**src/rtl/usrt_tx_if.sv**
```systemverilog
// Write-side bus of the USRT transmitter: byte strobe in, FIFO status out.
interface usrt_tx_if #(
  parameter int unsigned DEPTH = 4
);
  localparam int unsigned LW = $clog2(DEPTH) + 1;

  logic          wEn;
  logic [7:0]    pWData;
  logic          full;
  logic          empty;
  logic [LW-1:0] level;
  logic          ovf;

  modport master (
    output wEn, pWData,
    input  full, empty, level, ovf
  );

  modport slave (
    input  wEn, pWData,
    output full, empty, level, ovf
  );
endinterface

```
**src/rtl/usrt_tx.sv**
```systemverilog
// USRT transmit stage: byte FIFO feeding an 11-bit frame serializer
// (start=1, d[0..7], even parity, stop=0), one bit per baud tick.
module usrt_tx #(
  parameter int unsigned DEPTH = 4
) (
  input  logic       pClk,
  input  logic       uRst,
  input  logic       uTick,
  output logic       Rx,
  output logic       busy,
  usrt_tx_if.slave   wr
);
  localparam int unsigned AW = $clog2(DEPTH);
  localparam int unsigned PW = AW + 1;

  localparam logic [2:0] S_IDLE   = 3'd0;
  localparam logic [2:0] S_START  = 3'd1;
  localparam logic [2:0] S_DATA   = 3'd2;
  localparam logic [2:0] S_PARITY = 3'd3;
  localparam logic [2:0] S_STOP   = 3'd4;

  logic [7:0]    mem [DEPTH];
  logic [PW-1:0] wr_ptr;
  logic [PW-1:0] rd_ptr;
  logic [PW-1:0] occ;
  logic          fifo_empty;
  logic          fifo_full;
  logic [7:0]    head;
  logic          push;
  logic          pop;
  logic          drop;
  logic          ovf_q;

  logic [2:0]    state;
  logic [2:0]    state_nx;
  logic [2:0]    bc;
  logic [2:0]    bc_nx;
  logic [7:0]    sh;
  logic [7:0]    sh_nx;
  logic          par;
  logic          par_nx;
  logic          rx_nx;

  // FIFO status decoded from the wide pointers
  assign occ        = wr_ptr - rd_ptr;
  assign fifo_empty = (wr_ptr == rd_ptr);
  assign fifo_full  = (occ == PW'(DEPTH));
  assign head       = mem[rd_ptr[AW-1:0]];

  // A pop frees the head slot in the same cycle, so a write into a full FIFO is still taken
  assign push = wr.wEn && (!fifo_full || pop);
  assign drop = wr.wEn && fifo_full && !pop;

  assign wr.full  = fifo_full;
  assign wr.empty = fifo_empty;
  assign wr.level = occ;
  assign wr.ovf   = ovf_q;
  assign busy     = (state != S_IDLE);

  // Next-state, next-bit and pop decision; nothing moves without a baud tick
  always_comb begin
    state_nx = state;
    bc_nx    = bc;
    sh_nx    = sh;
    par_nx   = par;
    rx_nx    = Rx;
    pop      = 1'b0;
    if (uTick) begin
      case (state)
        S_IDLE, S_STOP: begin
          if (!fifo_empty) begin
            pop      = 1'b1;
            sh_nx    = head;
            par_nx   = ^head;
            rx_nx    = 1'b1;
            state_nx = S_START;
          end else begin
            rx_nx    = 1'b0;
            state_nx = S_IDLE;
          end
        end
        S_START: begin
          rx_nx    = sh[0];
          bc_nx    = 3'd0;
          state_nx = S_DATA;
        end
        S_DATA: begin
          if (bc != 3'd7) begin
            rx_nx = sh[3'(bc + 3'd1)];
            bc_nx = 3'(bc + 3'd1);
          end else begin
            rx_nx    = par;
            state_nx = S_PARITY;
          end
        end
        S_PARITY: begin
          rx_nx    = 1'b0;
          state_nx = S_STOP;
        end
        default: begin
          rx_nx    = 1'b0;
          state_nx = S_IDLE;
        end
      endcase
    end
  end

  // FSM, line, pointer and overflow registers
  always_ff @(posedge pClk) begin
    if (uRst) begin
      state  <= S_IDLE;
      bc     <= 3'd0;
      sh     <= 8'd0;
      par    <= 1'b0;
      Rx     <= 1'b0;
      wr_ptr <= '0;
      rd_ptr <= '0;
      ovf_q  <= 1'b0;
    end else begin
      state <= state_nx;
      bc    <= bc_nx;
      sh    <= sh_nx;
      par   <= par_nx;
      Rx    <= rx_nx;
      if (push) wr_ptr <= PW'(wr_ptr + PW'(1));
      if (pop)  rd_ptr <= PW'(rd_ptr + PW'(1));
      if (drop) ovf_q  <= 1'b1;
    end
  end

  // FIFO storage; contents need no reset since the pointers define validity
  always_ff @(posedge pClk) begin
    if (!uRst && push) mem[wr_ptr[AW-1:0]] <= wr.pWData;
  end
endmodule

```
**src/flat_wrapper.sv**
```systemverilog
// flat-port wrapper written by rule: the top's interface ports become plain ports
module usrt_tx_flat 
#(
  parameter int unsigned DEPTH = 4
)
  (pClk, uRst, uTick, Rx, busy, wr_wEn, wr_pWData, wr_full, wr_empty, wr_level, wr_ovf);
  usrt_tx_if #(.DEPTH(DEPTH)) wr_i ();
  input  logic pClk;
  input  logic uRst;
  input  logic uTick;
  output logic Rx;
  output logic busy;
  input wire logic [$bits(wr_i.wEn)-1:0] wr_wEn;
  input wire logic [$bits(wr_i.pWData)-1:0] wr_pWData;
  output wire logic [$bits(wr_i.full)-1:0] wr_full;
  output wire logic [$bits(wr_i.empty)-1:0] wr_empty;
  output wire logic [$bits(wr_i.level)-1:0] wr_level;
  output wire logic [$bits(wr_i.ovf)-1:0] wr_ovf;
  assign wr_i.wEn = wr_wEn;
  assign wr_i.pWData = wr_pWData;
  assign wr_full = wr_i.full;
  assign wr_empty = wr_i.empty;
  assign wr_level = wr_i.level;
  assign wr_ovf = wr_i.ovf;
  usrt_tx #(.DEPTH(DEPTH)) u_core (.pClk(pClk), .uRst(uRst), .uTick(uTick), .Rx(Rx), .busy(busy), .wr(wr_i));
endmodule
```
**config.mk**
```make
export PLATFORM = sky130hd
export DESIGN_NAME = usrt_tx_flat
export DESIGN_NICKNAME = d
export VERILOG_FILES = /design/src/rtl/usrt_tx_if.sv /design/src/rtl/usrt_tx.sv /design/src/flat_wrapper.sv
export SDC_FILE = /design/constraint.sdc
export NUM_CORES = 1
export LEC_CHECK = 0
export ABC_CLOCK_PERIOD_IN_PS = 5000
export CAP_MARGIN = 20
export CORE_ASPECT_RATIO = 1.5
export CORE_MARGIN = 8
export CORE_UTILIZATION = 50
export DETAILED_ROUTE_END_ITERATION = 6
export GPL_TIMING_DRIVEN = 1
export PLACE_DENSITY = 0.77
export REMOVE_ABC_BUFFERS = 1
export SKIP_LAST_GASP = 1
export SLEW_MARGIN = 20
export SYNTH_ARGS = -nofsm -noshare
export SYNTH_HDL_FRONTEND = slang
export SYNTH_SLANG_ARGS = --single-unit
```
**constraint.sdc**
```tcl
create_clock -name pClk -period 5 [get_ports pClk]
set_clock_uncertainty 0.2 [all_clocks]
set_input_delay 1.5 -clock pClk [delete_from_list [all_inputs] [get_ports pClk]]
set_output_delay 1.5 -clock pClk [all_outputs]
set_load 0.05 [all_outputs]
```
==> run summary, run 1 <==
==================================================================================================
I/O Buffers                                                                                     19
Aggregate routed wire length                                                              4.309 mm
Warnings from Yosys                                                                              0
Data required time of the critical path                                                    3300 ps
Number of gates given a new drive strength after cts                                             0
Asr flop ratio synth                                                                             0
Sink Count                                                                                      57
Leading area contributor after synthesis                                                  edfxtp_1
Sequential-to-total area share from yosys stat                                              0.5944
Vias in the first global route                                                                1479
Final weighted congestion in routability-driven placement                                   0.8055
Setup repair after global routing missed its margin                                          false
Vias post-DR                                                                                  1469
Max-capacitance violation count                                                                  0
Antenna diode count                                                                              0
Post-synthesis cell count                                                                      190
Netlist cell types                                                                              33
Flip-flop and latch count after synthesis                                                       57
Average footprint of a synthesized cell                                                 12.94 um^2
Cell Chain, Critical Path                                                             inv_1, ha_1, fa_1, xor3_1, nand3_1, inv_1, clkdlybuf4s50_1
Antenna violations before repair                                                                 0
Static power due to leakage                                                               1.037 nW
Final global-route overflow total                                                                0
Power density cells                                                                   538.8 mW/mm^2
Clock latency on the worst-skew pair                                                        330 ps
Count of endpoints failing setup in the final report                                             0
Critical path peak fanout                                                                        4
DP Wirelength                                                                             3.086 mm
Clock transition time at the flip-flop clock pins of the worst setup and hold paths          70 ps
Largest net degree at the start of global routing                                               27
Area fraction of the dominant cell type after synthesis                                     0.3908
Critical path launch point type                                                               flop
Area of the placeable core                                                            0.004771 mm^2
Global routing usage summed across all routing layers                                       0.1285
Final setup TNS                                                                               0 ps
Total count of hold-check failures in the final report                                           0
Violation count after the first detailed-route iteration                                        60
Share of final-layout standard cells stronger than drive strength 1                         0.1416
Clk Tree Root Cell                                                                        clkbuf_8
Worst hold path depth                                                                            2
Class of the most critical hold timing path                                           flop to flop
EDFF count, synth                                                                               32
Tightest slew margin relative to the limit                                                  0.6448
Average routed wire per standard cell                                                     15.12 um
Share of the core filled with cells in the final layout                                     0.6187
Slew at the pin with the worst max-slew slack                                             532.0 ps
Status                                                                                   completed
Post-synth top flop                                                                       edfxtp_1
Fmax                                                                                    0.2327 GHz
Initial Util                                                                                0.5153
Max-slew violation total from the final report                                                   0
Critical Path Slowest Stage Cell                                                      clkdlybuf4s50_1
R2r setup slk                                                                              2230 ps
R2R cell count                                                                                   8
Number of nets in the layout                                                                   237
Horizontal die dimension                                                                  73.26 um
Number of optimization iterations in the first detailed-route pass                               4
H-tree lvl count                                                                                 3
Clk buf depth                                                                                    2
Setup CP Type                                                                         flop to output port
Total clock buffers created by CTS                                                               9
First-pass GRT wire length                                                                7.024 mm
Synthesis-to-layout area growth                                                             20.05%
Floorplan die area                                                                    0.007464 mm^2
WP data arrival                                                                            2600 ps
Setup ws final                                                                            702.7 ps
Cell area after technology mapping                                                    0.002459 mm^2
Final critical delay including setup and external delays                                   4297 ps
Number of cell rows                                                                             31
Post-detailed-route DRC marker count                                                             0
Delay of the slowest cell on the worst path                                                 800 ps
Floorplan die height                                                                      101.9 um
Hold-fix buffers, CTS                                                                            0
Remaining antenna violation count after routing                                                  0
Most used cell, CP                                                                           inv_1
Number of vias per cell after detailed routing                                               5.154
Count leader, synth                                                                       edfxtp_1
Clock tree from TritonCTS                                                                    built
IO Pins                                                                                         20
Largest cells by area after synthesis                                                 edfxtp_1 (39%), dfxtp_1 (20%), mux4_2 (9.2%), ha_1 (4.6%), xnor2_1 (3.6%)
Pre-CTS setup slack                                                                        1021 ps
Synth top cells by count                                                              edfxtp_1 (32), dfxtp_1 (25), nand2_1 (21)
Share of the clock period used by the worst path                                            0.8595
Worst VDD drop                                                                           0.2456 mV
Kind of end point of the critical path                                                 output port
Setup Fix Bufs, Post-CTS                                                                         0
==================================================================================================
## registers in the layout, summed over array words and instances, names as in the netlist, named ones only
name,flops
u_core.wr_ptr,3
u_core.bc,3
u_core.state,3
u_core.wr.ovf,1
u_core.sh,8
u_core.par,1
u_core.Rx,1
u_core.rd_ptr,3
u_core.mem,32
## cell families (layout without fill, tap and decap cells)
kind of cell	Yosys count	in the layout	share of synthesized area
flip-flops	57	57	0.5944
AND/OR/NAND/NOR	55	55	0.09772
AO/OA/AOI/OAI	27	27	0.07532
buffers and inverters	16	45	0.02596
multiplexers	13	13	0.1038
XOR/XNOR	12	12	0.04885
adder cells (fa/ha/maj)	10	10	0.05395
## cell type report
type,count,area (um^2)
Clock buffer,9,123.9
Clock inverter,6,107.6
Fill cell,386,1819
Inverter,8,30.03
Multi-Input combinational cell,117,933.4
Sequential cell,57,1461
Tap cell,66,82.58
Timing Repair Buffer,22,212.7
## where the power goes
part	switching (mW)	total (mW)	internal [mW]
sequential	0.0497	0.598	0.548
combinational	0.274	0.489	0.215
clock	0.177	0.503	0.326
total	0.501	1.59	1.09
## worst max-delay path: cells and delay by family (launching register included)
kind | cells | cell delay [ps]
buffers and inverters | 3 | 990
adders and majority gates | 2 | 570
DFF | 1 | 350
xor gates and xnor gates | 1 | 230
and+or+nand+nor | 1 | 120
## through the flow
step | power (mW) | area, um^2 | hold slack [ps] | std cells
floorplan | 0.9627 | 2425 | 227.1 | 182
global placement | 1.093 | 2720 | 241.5 | 270
detailed placement | 1.102 | 2720 | 247.2 | 270
CTS | 1.605 | 2952 | 256.0 | 285
global route | 1.667 | 2952 | 280.1 | 285
finish | 1.590 | 2952 | 258.2 | 285
## placed cells by master (no fill, tap or decap), types with 2 or more instances in the layout
master            n
clkdlybuf4s50_1  19
buf_4             3
nor3_1            2
ha_1              9
bufinv_16         3
dfxtp_1          25
a22oi_1           2
clkbuf_8          9
mux2i_1           3
and2_1            5
or3_1             2
a21oi_1          15
nand3_1           2
o21ai_0           2
edfxtp_1         32
mux4_2           10
clkinv_2          2
xnor2_1          10
inv_1             8
nor2_1           19
nand2_1          21
## worst paths after layout
check	end	from
setup / recovery	wr_full	u_core.wr_ptr[0]
hold reg to reg	u_core.sh[2]	u_core.sh[2]
hold / removal	u_core.sh[2]	u_core.sh[2]
setup reg to reg	u_core.mem[0][0]	u_core.wr_ptr[0]
## per-layer routing
metal,vias up,GRT usage,wire [um]
li1,732,-,-
met1,704,0.1349,1731
met2,27,0.2225,2334
met3,6,0.03929,161
met4,0,0.06966,82
met5,-,0,0
No activity file was read; power rests on OpenSTA's default activity.
==> run 2, diff against run 1 <==
--- a/config.mk
+++ b/config.mk
@@ -10,10 +10,10 @@
 export CORE_ASPECT_RATIO = 1.5
 export CORE_MARGIN = 8
 export CORE_UTILIZATION = 50
+export CTS_CLUSTER_SIZE = 14
 export DETAILED_ROUTE_END_ITERATION = 6
 export GPL_TIMING_DRIVEN = 1
 export PLACE_DENSITY = 0.77
-export REMOVE_ABC_BUFFERS = 1
 export SKIP_LAST_GASP = 1
 export SLEW_MARGIN = 20
 export SYNTH_ARGS = -nofsm -noshare
==> run summary, run 2 (same netlist as run 1, synthesis figures left out) <==
==================================================================================================
Setup Fix Bufs, Post-CTS                                                                         0
Sequential cell area                                                                  0.001461 mm^2
Most used cell, CP                                                                           inv_1
Commonest cells after routing, fill and taps aside                                    edfxtp_1 (32), dfxtp_1 (25), nand2_1 (21), nor2_1 (19), clkdlybuf4s50_1 (19)
Met1 Routed Length                                                                        1.639 mm
Setup CP Type                                                                         flop to output port
Kind of cell with the highest combined delay on the critical path                     buffers and inverters
Slew at the pin with the worst max-slew slack                                             527.7 ps
Setup ws final                                                                            688.1 ps
Largest net degree at the start of global routing                                               19
Global routing usage summed across all routing layers                                       0.1281
Status                                                                                   completed
Inst Count DP                                                                                  270
Tot Pwr                                                                                   1.543 mW
Worst r2r src                                                                         u_core.wr_ptr[0]
Antenna diode count                                                                              0
Number of fill cells                                                                           379
Hold-fix buffers, CTS                                                                            0
Crit. path cell count                                                                            7
Hold Path Origin                                                                      u_core.sh[3]
WL met2                                                                                   2.167 mm
Aggregate routed wire length                                                              4.086 mm
Critical path peak fanout                                                                        4
Power density cells                                                                   525.1 mW/mm^2
Clock tree from TritonCTS                                                                    built
H-tree lvl count                                                                                 3
DP Wirelength                                                                             2.982 mm
Number of optimization iterations in the first detailed-route pass                               4
WP data arrival                                                                            2610 ps
Start point of the critical path                                                      u_core.wr_ptr[0]
Post-route design area                                                                0.002939 mm^2
Number of gates given a new drive strength after cts                                             0
Top sig layer                                                                                 met4
Violation count after the first detailed-route iteration                                        40
Total clock buffers created by CTS                                                               9
Multi-input gate area                                                                   933.4 um^2
R2r setup slk                                                                              2220 ps
Worst setup path endpoint                                                                  wr_full
Final global-route overflow total                                                                0
Kind of end point of the critical path                                                 output port
Average routed wire per standard cell                                                     14.29 um
Final weighted congestion in routability-driven placement                                   0.8399
Final setup TNS                                                                               0 ps
Max-slew violation total from the final report                                                   0
Clock latency on the worst-skew pair                                                        340 ps
Critical path launch point type                                                               flop
Horizontal die dimension                                                                  73.26 um
Remaining antenna violation count after routing                                                  0
Clk Tree Root Cell                                                                        clkbuf_8
I/O Buffers                                                                                     19
End of the worst register-to-register path                                            u_core.mem[0][1]
Share of the core filled with cells in the final layout                                     0.6161
Crit path buf inv count                                                                          3
Data required time of the critical path                                                    3300 ps
Post-Synthesis Net Count                                                                       212
Static power due to leakage                                                               1.021 nW
Critical Path Slowest Stage Cell                                                      clkdlybuf4s50_1
Cell area after placement                                                             0.002720 mm^2
Cell Chain, Critical Path                                                             inv_1, ha_1, fa_1, xor3_1, nand3_1, inv_1, clkdlybuf4s50_1
Antenna violations before repair                                                                 0
Number of flip-flops under the largest register name                                            32
Delay of the slowest cell on the worst path                                                 810 ps
Total count of hold-check failures in the final report                                           0
Worst hold slack after final layout                                                       255.2 ps
Most common cell after layout, fill and taps aside                                        edfxtp_1
Initial Util                                                                                0.5153
Number of vias per cell after detailed routing                                               5.080
Class of the most critical hold timing path                                           flop to flop
Floorplan die height                                                                      101.9 um
Share of the clock period used by the worst path                                            0.8624
Length of routed met3 wiring                                                                160 um
Final critical delay including setup and external delays                                   4312 ps
Count of endpoints failing setup in the final report                                             0
Sink Count                                                                                      57
Number of nets in the layout                                                                   237
Area of the placeable core                                                            0.004771 mm^2
Clk buf depth                                                                                    2
Number of cell rows                                                                             31
Vias post-DR                                                                                  1453
IO Pins                                                                                         20
R2R cell count                                                                                   8
Clock transition time at the flip-flop clock pins of the worst setup and hold paths          70 ps
Fin cells                                                                                      286
Fmax                                                                                    0.2319 GHz
Max-capacitance violation count                                                                  0
Synthesis-to-layout area growth                                                             19.54%
Pre-CTS setup slack                                                                        1002 ps
Floorplan die area                                                                    0.007464 mm^2
Worst VDD drop                                                                           0.2521 mV
First-pass GRT wire length                                                                6.900 mm
Vias in the first global route                                                                1497
Post-detailed-route DRC marker count                                                             0
Tightest slew margin relative to the limit                                                  0.6477
Setup repair after global routing missed its margin                                          false
Share of final-layout standard cells stronger than drive strength 1                         0.1409
==================================================================================================
[run 2: how the worst min path moves through the flow]
stage / to / slack, ps / depth (start not counted)
2_1_floorplan: u_core.sh[7] / 230 / 2
3_3_place_gp: u_core.sh[2] / 240 / 2
5_1_grt: u_core.sh[3] / 290 / 2
4_1_cts: u_core.sh[7] / 260 / 2
6_report: u_core.sh[3] / 260 / 2
3_5_place_dp: u_core.sh[3] / 250 / 2
[run 2: metal layers]
layer | GRT usage | vias to the layer above
met5 | 0 | -
met1 | 0.1299 | 683
li1 | - | 733
met3 | 0.04617 | 9
met2 | 0.2135 | 28
met4 | 0.08824 | 0
[run 2: layout make-up]
class	count	area share
Timing Repair Buffer	22	0.07237
Clock inverter	7	0.03235
Sequential cell	57	0.4972
Tap cell	66	0.02810
Multi-Input combinational cell	117	0.3176
Clock buffer	9	0.04215
Inverter	8	0.01022
[run 2: tightest hold or removal path, stage by stage, from the launching register on]
cell,delay (ps)
dfxtp_1,310
nand2_1,50
a21oi_1,50
[run 2: where the power goes]
part | total (mW) | switching, mW | internal [mW]
Clock | 0.462 | 0.183 | 0.279
Sequential | 0.596 | 0.0479 | 0.548
Combinational | 0.485 | 0.270 | 0.215
